File: config.mk
export PLATFORM = sky130hd
export DESIGN_NAME = seeg_miso_deskew
export DESIGN_NICKNAME = d
export VERILOG_FILES = /design/src/rtl/seeg_miso_deskew.sv
export SDC_FILE = /design/constraint.sdc
export NUM_CORES = 1
export LEC_CHECK = 0
export BUFFER_PORTS_ARGS = -buffer_cell sky130_fd_sc_hd__buf_2
export CAP_MARGIN = 20
export CORE_MARGIN = 3
export CORE_UTILIZATION = 64
export CTS_BUF_LIST = sky130_fd_sc_hd__clkbuf_8
export DETAILED_ROUTE_END_ITERATION = 10
export GPL_TIMING_DRIVEN = 0
export PLACE_DENSITY = 0.81
export SKIP_CTS_REPAIR_TIMING = 1
export SLEW_MARGIN = 10
export SYNTH_ARGS = -nofsm -noshare
export SYNTH_HDL_FRONTEND = slang
export SYNTH_SLANG_ARGS = --single-unit
File: constraint.sdc
create_clock -name ACLK -period 13.5 [get_ports ACLK]
set_input_delay 0.675 -clock ACLK [delete_from_list [all_inputs] [get_ports ACLK]]
set_output_delay 0.675 -clock ACLK [all_outputs]
set_load 0.01 [all_outputs]
File: src/rtl/seeg_miso_deskew.sv
// Per-line delay-compensated MISO capture for a multi-line SEEG SPI front end.
// Captures one word per line per frame and streams the words out over AXI-stream in line order.
module seeg_miso_deskew #(
  parameter int unsigned NUM_LINES = 8,
  parameter int unsigned WORD_BITS = 16,
  parameter int unsigned DLY_BITS  = 4
) (
  input  logic                          ACLK,
  input  logic                          ARESET,
  input  logic                          frame_start,
  input  logic                          bit_strobe,
  input  logic [NUM_LINES-1:0]          miso,
  input  logic [NUM_LINES*DLY_BITS-1:0] miso_delay,
  output logic [WORD_BITS-1:0]          m_tdata,
  output logic [2:0]                    m_tuser,
  output logic                          m_tvalid,
  input  logic                          m_tready,
  output logic                          m_tlast,
  output logic                          busy,
  output logic                          overflow,
  input  logic                          clear_overflow
);

  localparam int unsigned TAP_W  = 1 << DLY_BITS;
  localparam int unsigned HIST_W = TAP_W - 1;
  localparam int unsigned CNT_W  = $clog2(WORD_BITS + 1);
  localparam int unsigned IDX_W  = (NUM_LINES > 1) ? $clog2(NUM_LINES) : 1;

  typedef enum logic {IDLE, CAPTURE} cap_state_t;
  typedef enum logic {EMPTY, DRAIN}  buf_state_t;

  cap_state_t cap_state, cap_next;
  buf_state_t buf_state, buf_next;

  logic [HIST_W-1:0]    hist;
  logic [TAP_W-1:0]     taps;
  logic [DLY_BITS-1:0]  dly  [NUM_LINES];
  logic [WORD_BITS-1:0] sr   [NUM_LINES];
  logic [CNT_W-1:0]     cnt  [NUM_LINES];
  logic [WORD_BITS-1:0] bufw [NUM_LINES];
  logic [IDX_W-1:0]     idx;
  logic [IDX_W-1:0]     nxt_idx;

  logic [NUM_LINES-1:0] sample_c;
  logic all_done_c, frame_done_c, accept_c, last_accept_c, load_c, ovf_set_c;

  // Tap 0 is the live strobe, tap d is the strobe seen d cycles ago.
  assign taps = {hist, bit_strobe};
  assign nxt_idx = idx + IDX_W'(1);

  always_comb begin
    all_done_c = 1'b1;
    sample_c   = '0;
    for (int i = 0; i < NUM_LINES; i++) begin
      if (cnt[i] != CNT_W'(WORD_BITS)) all_done_c = 1'b0;
      sample_c[i] = (cap_state == CAPTURE) && taps[dly[i]] && (cnt[i] < CNT_W'(WORD_BITS));
    end
  end

  // A restart in the completion cycle wins: the finished frame is dropped.
  assign frame_done_c  = (cap_state == CAPTURE) && all_done_c && !frame_start;
  assign accept_c      = m_tvalid && m_tready;
  assign last_accept_c = accept_c && m_tlast;
  assign load_c        = frame_done_c && ((buf_state == EMPTY) || last_accept_c);
  assign ovf_set_c     = frame_done_c && !load_c;

  always_ff @(posedge ACLK or posedge ARESET) begin
    if (ARESET) cap_state <= IDLE;
    else        cap_state <= cap_next;
  end

  always_comb begin
    cap_next = cap_state;
    case (cap_state)
      IDLE:    if (frame_start) cap_next = CAPTURE;
      CAPTURE: begin
        if (frame_start)     cap_next = CAPTURE;
        else if (all_done_c) cap_next = IDLE;
      end
      default: cap_next = IDLE;
    endcase
  end

  always_ff @(posedge ACLK or posedge ARESET) begin
    if (ARESET) buf_state <= EMPTY;
    else        buf_state <= buf_next;
  end

  always_comb begin
    buf_next = buf_state;
    case (buf_state)
      EMPTY:   if (load_c) buf_next = DRAIN;
      DRAIN:   if (last_accept_c && !load_c) buf_next = EMPTY;
      default: buf_next = EMPTY;
    endcase
  end

  // Capture datapath: strobe history, latched delays, per-line shifters and bit counts.
  always_ff @(posedge ACLK or posedge ARESET) begin
    if (ARESET) begin
      hist <= '0;
      for (int i = 0; i < NUM_LINES; i++) begin
        dly[i] <= '0;
        sr[i]  <= '0;
        cnt[i] <= '0;
      end
    end else if (frame_start) begin
      hist <= '0;
      for (int i = 0; i < NUM_LINES; i++) begin
        dly[i] <= miso_delay[i*DLY_BITS +: DLY_BITS];
        sr[i]  <= '0;
        cnt[i] <= '0;
      end
    end else if (cap_state == CAPTURE) begin
      if (all_done_c) hist <= '0;
      else            hist <= {hist[HIST_W-2:0], bit_strobe};
      for (int i = 0; i < NUM_LINES; i++) begin
        if (sample_c[i]) begin
          sr[i]  <= {sr[i][WORD_BITS-2:0], miso[i]};
          cnt[i] <= cnt[i] + CNT_W'(1);
        end
      end
    end
  end

  // Output buffer and registered stream/status outputs.
  always_ff @(posedge ACLK or posedge ARESET) begin
    if (ARESET) begin
      for (int i = 0; i < NUM_LINES; i++) bufw[i] <= '0;
      idx      <= '0;
      m_tdata  <= '0;
      m_tuser  <= '0;
      m_tlast  <= 1'b0;
      m_tvalid <= 1'b0;
      busy     <= 1'b0;
      overflow <= 1'b0;
    end else begin
      if (load_c) begin
        for (int i = 0; i < NUM_LINES; i++) bufw[i] <= sr[i];
        idx     <= '0;
        m_tdata <= sr[0];
        m_tuser <= '0;
        m_tlast <= (NUM_LINES == 1);
      end else if (accept_c) begin
        if (!m_tlast) begin
          idx     <= nxt_idx;
          m_tdata <= bufw[nxt_idx];
          m_tuser <= 3'(nxt_idx);
          m_tlast <= (nxt_idx == IDX_W'(NUM_LINES - 1));
        end else begin
          m_tlast <= 1'b0;
        end
      end
      m_tvalid <= (buf_next == DRAIN);
      busy     <= (cap_next == CAPTURE);
      if (ovf_set_c)           overflow <= 1'b1;
      else if (clear_overflow) overflow <= 1'b0;
    end
  end

endmodule

==> summary.md, run 1 <==
| Metric | Value |
|---|---|
| GRT overflow | `0` |
| Leading post-synthesis cells by cell area | `dfrtp_1 52%, mux2i_1 10%, mux2_2 10%` |
| Die X | `171 um` |
| TritonCTS clock tree | `done` |
| Critical path class | `reg -> reg` |
| Core ar. | `26400 sq um` |
| Worst Skew | `0.0248 ns` |
| Final Instance Count excl. Fillers | `1948` |
| Crit-path max FO | `10` |
| # placed instances | `1840` |
| Root Buffer Master | `clkbuf_8` |
| Drt wl/cell | `21.8 um` |
| # clock sinks | `366` |
| Area of the multi-input gates | `7490 sq um` |
| Post-synth EDFFs | `0` |
| Most common cell in the netlist | `dfrtp_1` |
| Global-route wire length before repair | `67.5 mm` |
| Crit-path max cell delay | `0.69 ns` |
| Mapped cell area | `17400 sq um` |
| Vias in the first global route | `12440` |
| Syn_area_per_cell | `12.2 sq um` |
| Antenna violations before repair | `1` |
| Async SR Flop Fraction | `1.00` |
| Metal2 WL | `20.4 mm` |
| Hold WS | `0.0683 ns` |
| Synth Flop Type | `dfrtp_1` |
| Clk buf depth | `3` |
| Crit path capture type | `flip-flop` |
| GPL Wtd Cong | `0.927` |
| Max VDD drop | `0.0000852 V` |
| Arr. time, crit path | `3.97 ns` |
| Layout cell share with drive strength beyond 1 | `0.266` |
| Pwr Density | `122 nW/um^2` |
| Worst Hold Class | `in -> async` |
| Metal3 WL | `2.62 mm` |
| Synthesis-to-finish area growth | `12.0%` |
| Nets | `1629` |
| Pins Over Slew Limit | `0` |
| Drt pass-1 iters | `5` |
| I/O pins | `69` |
| Post-route ant nets | `0` |
| CTS buffer count | `58` |
| Top cells by count, synth | `366 x dfrtp_1, 181 x mux2i_1, 177 x nand2_1` |
| Slew @ Worst Pin | `1.03 ns` |
| Maximum capacitance violations | `0` |
| CTS clk-pin slew, worst paths | `0.06 ns` |
| Critical Path Start Type | `flip-flop` |
| Fin util | `0.740` |
| Crit path time final | `3.48 ns` |
| Port Buf Inserts | `66` |
| Pleak | `9.72 nW` |
| Top cell type's share of synthesized area | `0.525` |
| Die Area | `29300 sq um` |
| # DRC | `0` |
| Initial drt markers | `1022` |
| H-tree depth | `2` |
| Register area | `9160 sq um` |
| Worst setup margin | `10.02 ns` |
| Place WS | `10.08 ns` |
| Synth warnings | `0` |
| Seq/Total Area, Yosys | `0.525` |
| M1 WL | `18.0 mm` |
| WL final | `42.5 mm` |
| Post-synth top area cell | `dfrtp_1` |
| Top Layer Used | `met4` |
| Worst-path cell chain | `buf_2 -> buf_2 -> inv_1 -> ha_1 -> clkbuf_1 -> clkbuf_1 -> mux4_2 -> nand2_1 -> a21oi_1 -> a221o_1` |
| Vert. Die Dim | `171 um` |
| All-Layer GR Usage | `0.298` |
| Drt via density | `6.16` |
| Insertion delay to the later sink of the worst-skew pair | `0.62 ns` |
| DR vias | `12003` |
| Rows | `59` |
| Final HPWL DP | `30.3 mm` |
| Syn nets | `1499` |
| # fillers | `1818` |
| Synth unique cells | `58` |
| #FFs+latches synth | `366` |
| Status | `finished, final reports clean` |
| CP max stage cell | `clkbuf_1` |
| Starting Density | `0.660` |
| Cells after Synth | `1435` |
| Pin count of the biggest net entering global routing | `88` |
| Slew HR | `0.317` |
| Tot Pwr | `0.00237 W` |
| Max Clk Rate | `287 MHz` |
| Final hold vios | `0` |
| Final setup fails | `0` |
| Period utilization | `0.258` |
| Critical Path RT | `13.98 ns` |
| RSZ-0062 raised after global routing | `false` |
layout by cell type, fill, tap and decap left out, types with 9 or more instances in the layout:
| cell | count |
|---|---|
| nand4_1 | 24 |
| o21ai_0 | 26 |
| mux2_2 | 160 |
| mux2i_1 | 181 |
| a21oi_1 | 39 |
| inv_1 | 56 |
| mux4_2 | 36 |
| dfrtp_1 | 366 |
| a221o_1 | 9 |
| clkbuf_1 | 46 |
| nand3_1 | 17 |
| nor2b_1 | 22 |
| nand3b_1 | 10 |
| buf_2 | 96 |
| buf_6 | 20 |
| ha_1 | 18 |
| a31oi_1 | 16 |
| clkbuf_8 | 78 |
| nor2_1 | 78 |
| a22oi_1 | 12 |
| a22o_1 | 17 |
| nand2_1 | 177 |
layer usage:
layer / up-vias / global-route usage
met5: - / 0
met4: 0 / 0.117
met3: 101 / 0.0520
met2: 402 / 0.475
met1: 6131 / 0.415
li1: 5369 / -
kinds of logic (layout without fill, tap and decap cells):
group | after synthesis | in the layout | synth area share
xor+xnor | 5 | 5 | 0.00251
flops | 366 | 366 | 0.525
fa+ha+maj | 18 | 18 | 0.0129
mux | 380 | 380 | 0.256
other cells | 0 | 1 | 0
buf+inv | 147 | 324 | 0.0460
compound gates | 153 | 153 | 0.0590
simple gates | 366 | 366 | 0.0987
where the power goes:
group          leakage [nW]  total [W]  switching (W)  internal [W]
clock                 0.711   0.000975       0.000441      0.000534
combinational          4.02   0.000261       0.000151      0.000110
sequential             4.98    0.00114      0.0000193       0.00112
registers in the layout, summed over array words and instances (netlist names):
name	cells
hist	15
m_tvalid	1
cnt	40
bufw	128
sr	128
m_tdata	16
idx	3
overflow	1
dly	32
m_tlast	1
busy	1
stage by stage:
stage               TNS [ns]  area (sq um)
floorplan                  0         17400
global placement     -355.17         18200
detailed placement         0         18300
CTS                        0         19500
global route               0         19500
finish                     0         19500
critical path, delay by kind of cell (launching register included):
kind                     cells  cell delay (ns)
adder cells (fa/ha/maj)      1             0.30
AO/OA/AOI/OAI                2             0.37
multiplexers                 1             0.46
buffers and inverters        5             1.65
flip-flops                   1             0.40
AND/OR/NAND/NOR              1             0.17
final timing paths:
check	from	to	slack, ns	cells after the start
setup / recovery	idx[0]	m_tdata[2]	10.02	10
hold / removal	ARESET	cnt[5]	0.07	2
setup reg to reg	idx[0]	m_tdata[2]	10.02	10
hold reg to reg	bufw[56]	bufw[56]	0.50	1
max in group asynchronous	ARESET	sr[71]	11.95	5
min in group ACLK	miso_delay[25]	dly[5]	0.27	3
area by class of cell:
class,instances,share of cell area
Timing Repair Buffer,70,0.0225
Multi-Input combinational cell,922,0.383
Inverter,40,0.00807
Clock buffer,78,0.0549
Buffer,107,0.0334
Sequential cell,366,0.469
Antenna cell,1,0.000128
Tap cell,335,0.0214
Clock inverter,29,0.00794
Note: power is estimated with default switching activity, not from simulation.
==> run 2: changes to the inputs <==
clock period = 3.4 ns   (was 13.5 ns; I/O delays follow)
==> run 2 against run 1 <==
  * Largest cell class unchanged
  * Largest power group unchanged
  * Wire length grew 2.5%
  * Global-route usage is essentially flat
  * Clock skew grew 0.0028 ns
  * Setup slack lost 9.8 ns
  * Highest routed layer is now met5
  * Non-clock buffer count grew 50
  * Sequential power grew to 4.0 times the previous value
  * Register-to-register slack lost 9.8 ns
  * Critical endpoint unchanged
  * Clock power grew to 4.0 times the previous value
==> summary.md, run 2 (synthesis gave the netlist of run 1 again) <==
| Metric | Value |
|---|---|
| Core ar. | `26400 sq um (unchanged)` |
| CTS buffer count | `59 (+1.7%)` |
| Root Buffer Master | `clkbuf_8` |
| Nets | `1680 (+3.1%)` |
| Reg2reg path depth | `10 (unchanged)` |
| Final setup fails | `0 (unchanged)` |
| TritonCTS clock tree | `done` |
| Crit path capture type | `flip-flop` |
| Drt pass-1 iters | `7 (+2)` |
| Final hold vios | `0 (unchanged)` |
| Pwr Density | `474 nW/um^2 (+290%)` |
| Final HPWL DP | `30.7 mm (+1.2%)` |
| Crit path time final | `3.19 ns (-0.293 ns)` |
| Crit-path max FO | `10 (unchanged)` |
| Max Clk Rate | `314 MHz (+9.2%)` |
| Drt wl/cell | `21.8 um (-0.11%)` |
| # DRC | `0 (unchanged)` |
| Period utilization | `0.938 (+0.680)` |
| Most common cell after layout, fill and taps aside | `dfrtp_1` |
| Critical Path Start Type | `flip-flop` |
| Starting Density | `0.660 (unchanged)` |
| Worst Skew | `0.0276 ns (+0.00277 ns)` |
| All-Layer GR Usage | `0.299 (+0.000347)` |
| Arr. time, crit path | `3.69 ns (-0.28 ns)` |
| Post-route ant nets | `0 (unchanged)` |
| Global-route wire length before repair | `67.2 mm (-0.39%)` |
| Worst r2r dst | `m_tdata[2]` |
| Initial drt markers | `1097 (+7.3%)` |
| # placed instances | `1847 (+0.38%)` |
| Clk buf depth | `3 (unchanged)` |
| Flop2flop setup slack | `0.21 ns (-9.81 ns)` |
| Port Buf Inserts | `66 (unchanged)` |
| CTS clk-pin slew, worst paths | `0.06 ns (about the same)` |
| Die X | `171 um (unchanged)` |
| Antenna violations before repair | `2 (+1)` |
| Insertion delay to the later sink of the worst-skew pair | `0.62 ns (about the same)` |
| Pin count of the biggest net entering global routing | `41 (-53%)` |
| H-tree depth | `2 (unchanged)` |
| Layout cell share with drive strength beyond 1 | `0.264 (-0.00215)` |
| # fillers | `1696 (-6.7%)` |
| # clock sinks | `366 (unchanged)` |
| GRT overflow | `0 (unchanged)` |
| Vert. Die Dim | `171 um (unchanged)` |
| Pins Over Slew Limit | `0 (unchanged)` |
| Drt via density | `6.16 (about the same)` |
| Max VDD drop | `0.000336 V (+290%)` |
| Vias in the first global route | `12355 (-0.68%)` |
| Crit path launch | `idx[0]` |
| Die Area | `29300 sq um (unchanged)` |
| Critical Path RT | `3.90 ns (-10.08 ns)` |
| Synthesis-to-finish area growth | `15.3%` |
| WL final | `43.6 mm (+2.5%)` |
| Most frequent cells in the layout | `366 x dfrtp_1, 181 x mux2i_1, 177 x nand2_1, 160 x mux2_2, 96 x buf_2` |
| Reg2reg start | `idx[0]` |
| Status | `finished, final reports clean` |
| Final Instance Count excl. Fillers | `1999 (+2.6%)` |
| I/O pins | `69 (unchanged)` |
| Hold WS | `0.00289 ns (-0.0654 ns)` |
| Worst Hold Class | `in -> reg` |
| Pleak | `9.97 nW (+2.6%)` |
| Slew HR | `0.296 (-0.0201)` |
| CP endpoint | `m_tdata[2]` |
| DR vias | `12320 (+2.6%)` |
| GPL Wtd Cong | `0.922 (-0.52%)` |
| Maximum capacitance violations | `0 (unchanged)` |
| Setup TNS Final | `0 ns (unchanged)` |
| Rows | `59 (unchanged)` |
| Critical path class | `reg -> reg` |
| RSZ-0062 raised after global routing | `false` |
| Slew @ Worst Pin | `1.06 ns (+0.0302 ns)` |
| Largest registers | `bufw x128, sr x128, cnt x40` |
## run 2: cell count changes in the layout (fill, tap and decap cells not counted), sizes merged
cell	previous run	this run
dlygate4sd3	0	43
clkinv	8	7
inv	60	59
clkinvlp	0	1
clkbuf	124	126
buf	131	138
## run 2: power breakdown
part	internal, W	switching, W
clock	0.00217	0.00175
sequential	0.00445	0.0000776
combinational	0.000480	0.000617
total	0.00710	0.00245
## run 2: cell type report
class,count,area [sq um],share of cell area
diodes,1,2.50,0.000124
plain buffers,107,656,0.0326
clock buffers,80,1100,0.0547
clock inverters,28,159,0.00790
inverters,40,154,0.00765
multi-input cells,922,7490,0.372
flip-flops and latches,366,9160,0.455
well taps,335,419,0.0208
repair buffers,120,981,0.0488
## run 2: per-stage QoR
step                 util  total power [W]  area (sq um)  setup slack [ns]
detailed placement  0.697          0.00565         18400           -0.0564
global route        0.761          0.00988         20100            0.0751
finish              0.761          0.00954         20100             0.211
floorplan               -          0.00536         17500             -1.68
CTS                 0.745          0.00955         19700           -0.0941
global placement    0.689          0.00559         18200             -3.65
## run 2: worst max-delay path: stages, from the launching register on
cell	delay (ns)
dfrtp_1	0.42
buf_2	0.24
buf_2	0.39
inv_1	0.13
ha_1	0.30
clkbuf_1	0.27
clkbuf_2	0.44
mux4_2	0.42
nand2_1	0.13
a21oi_1	0.07
a221o_1	0.27
## run 2: worst min path at each step
stage	startpoint	end	slack [ns]	cells after the start
5_1_grt	bit_strobe	hist[0]	0.02	2
3_3_place_gp	miso_delay[24]	dly[4]	0.39	3
4_1_cts	ARESET	sr[73]	-0.40	2
6_report	bit_strobe	hist[0]	0.003	2
2_1_floorplan	clear_overflow	overflow	0.28	1
3_5_place_dp	ARESET	bufw[71]	0.24	2
## run 2: layer usage
layer / share of wire / global-route usage / wire length [um]
met3: 0.080 / 0.0665 / 3480
met1: 0.41 / 0.401 / 17700
met2: 0.48 / 0.476 / 20800
met4: 0.039 / 0.127 / 1690
met5: 0.00030 / 0 / 13
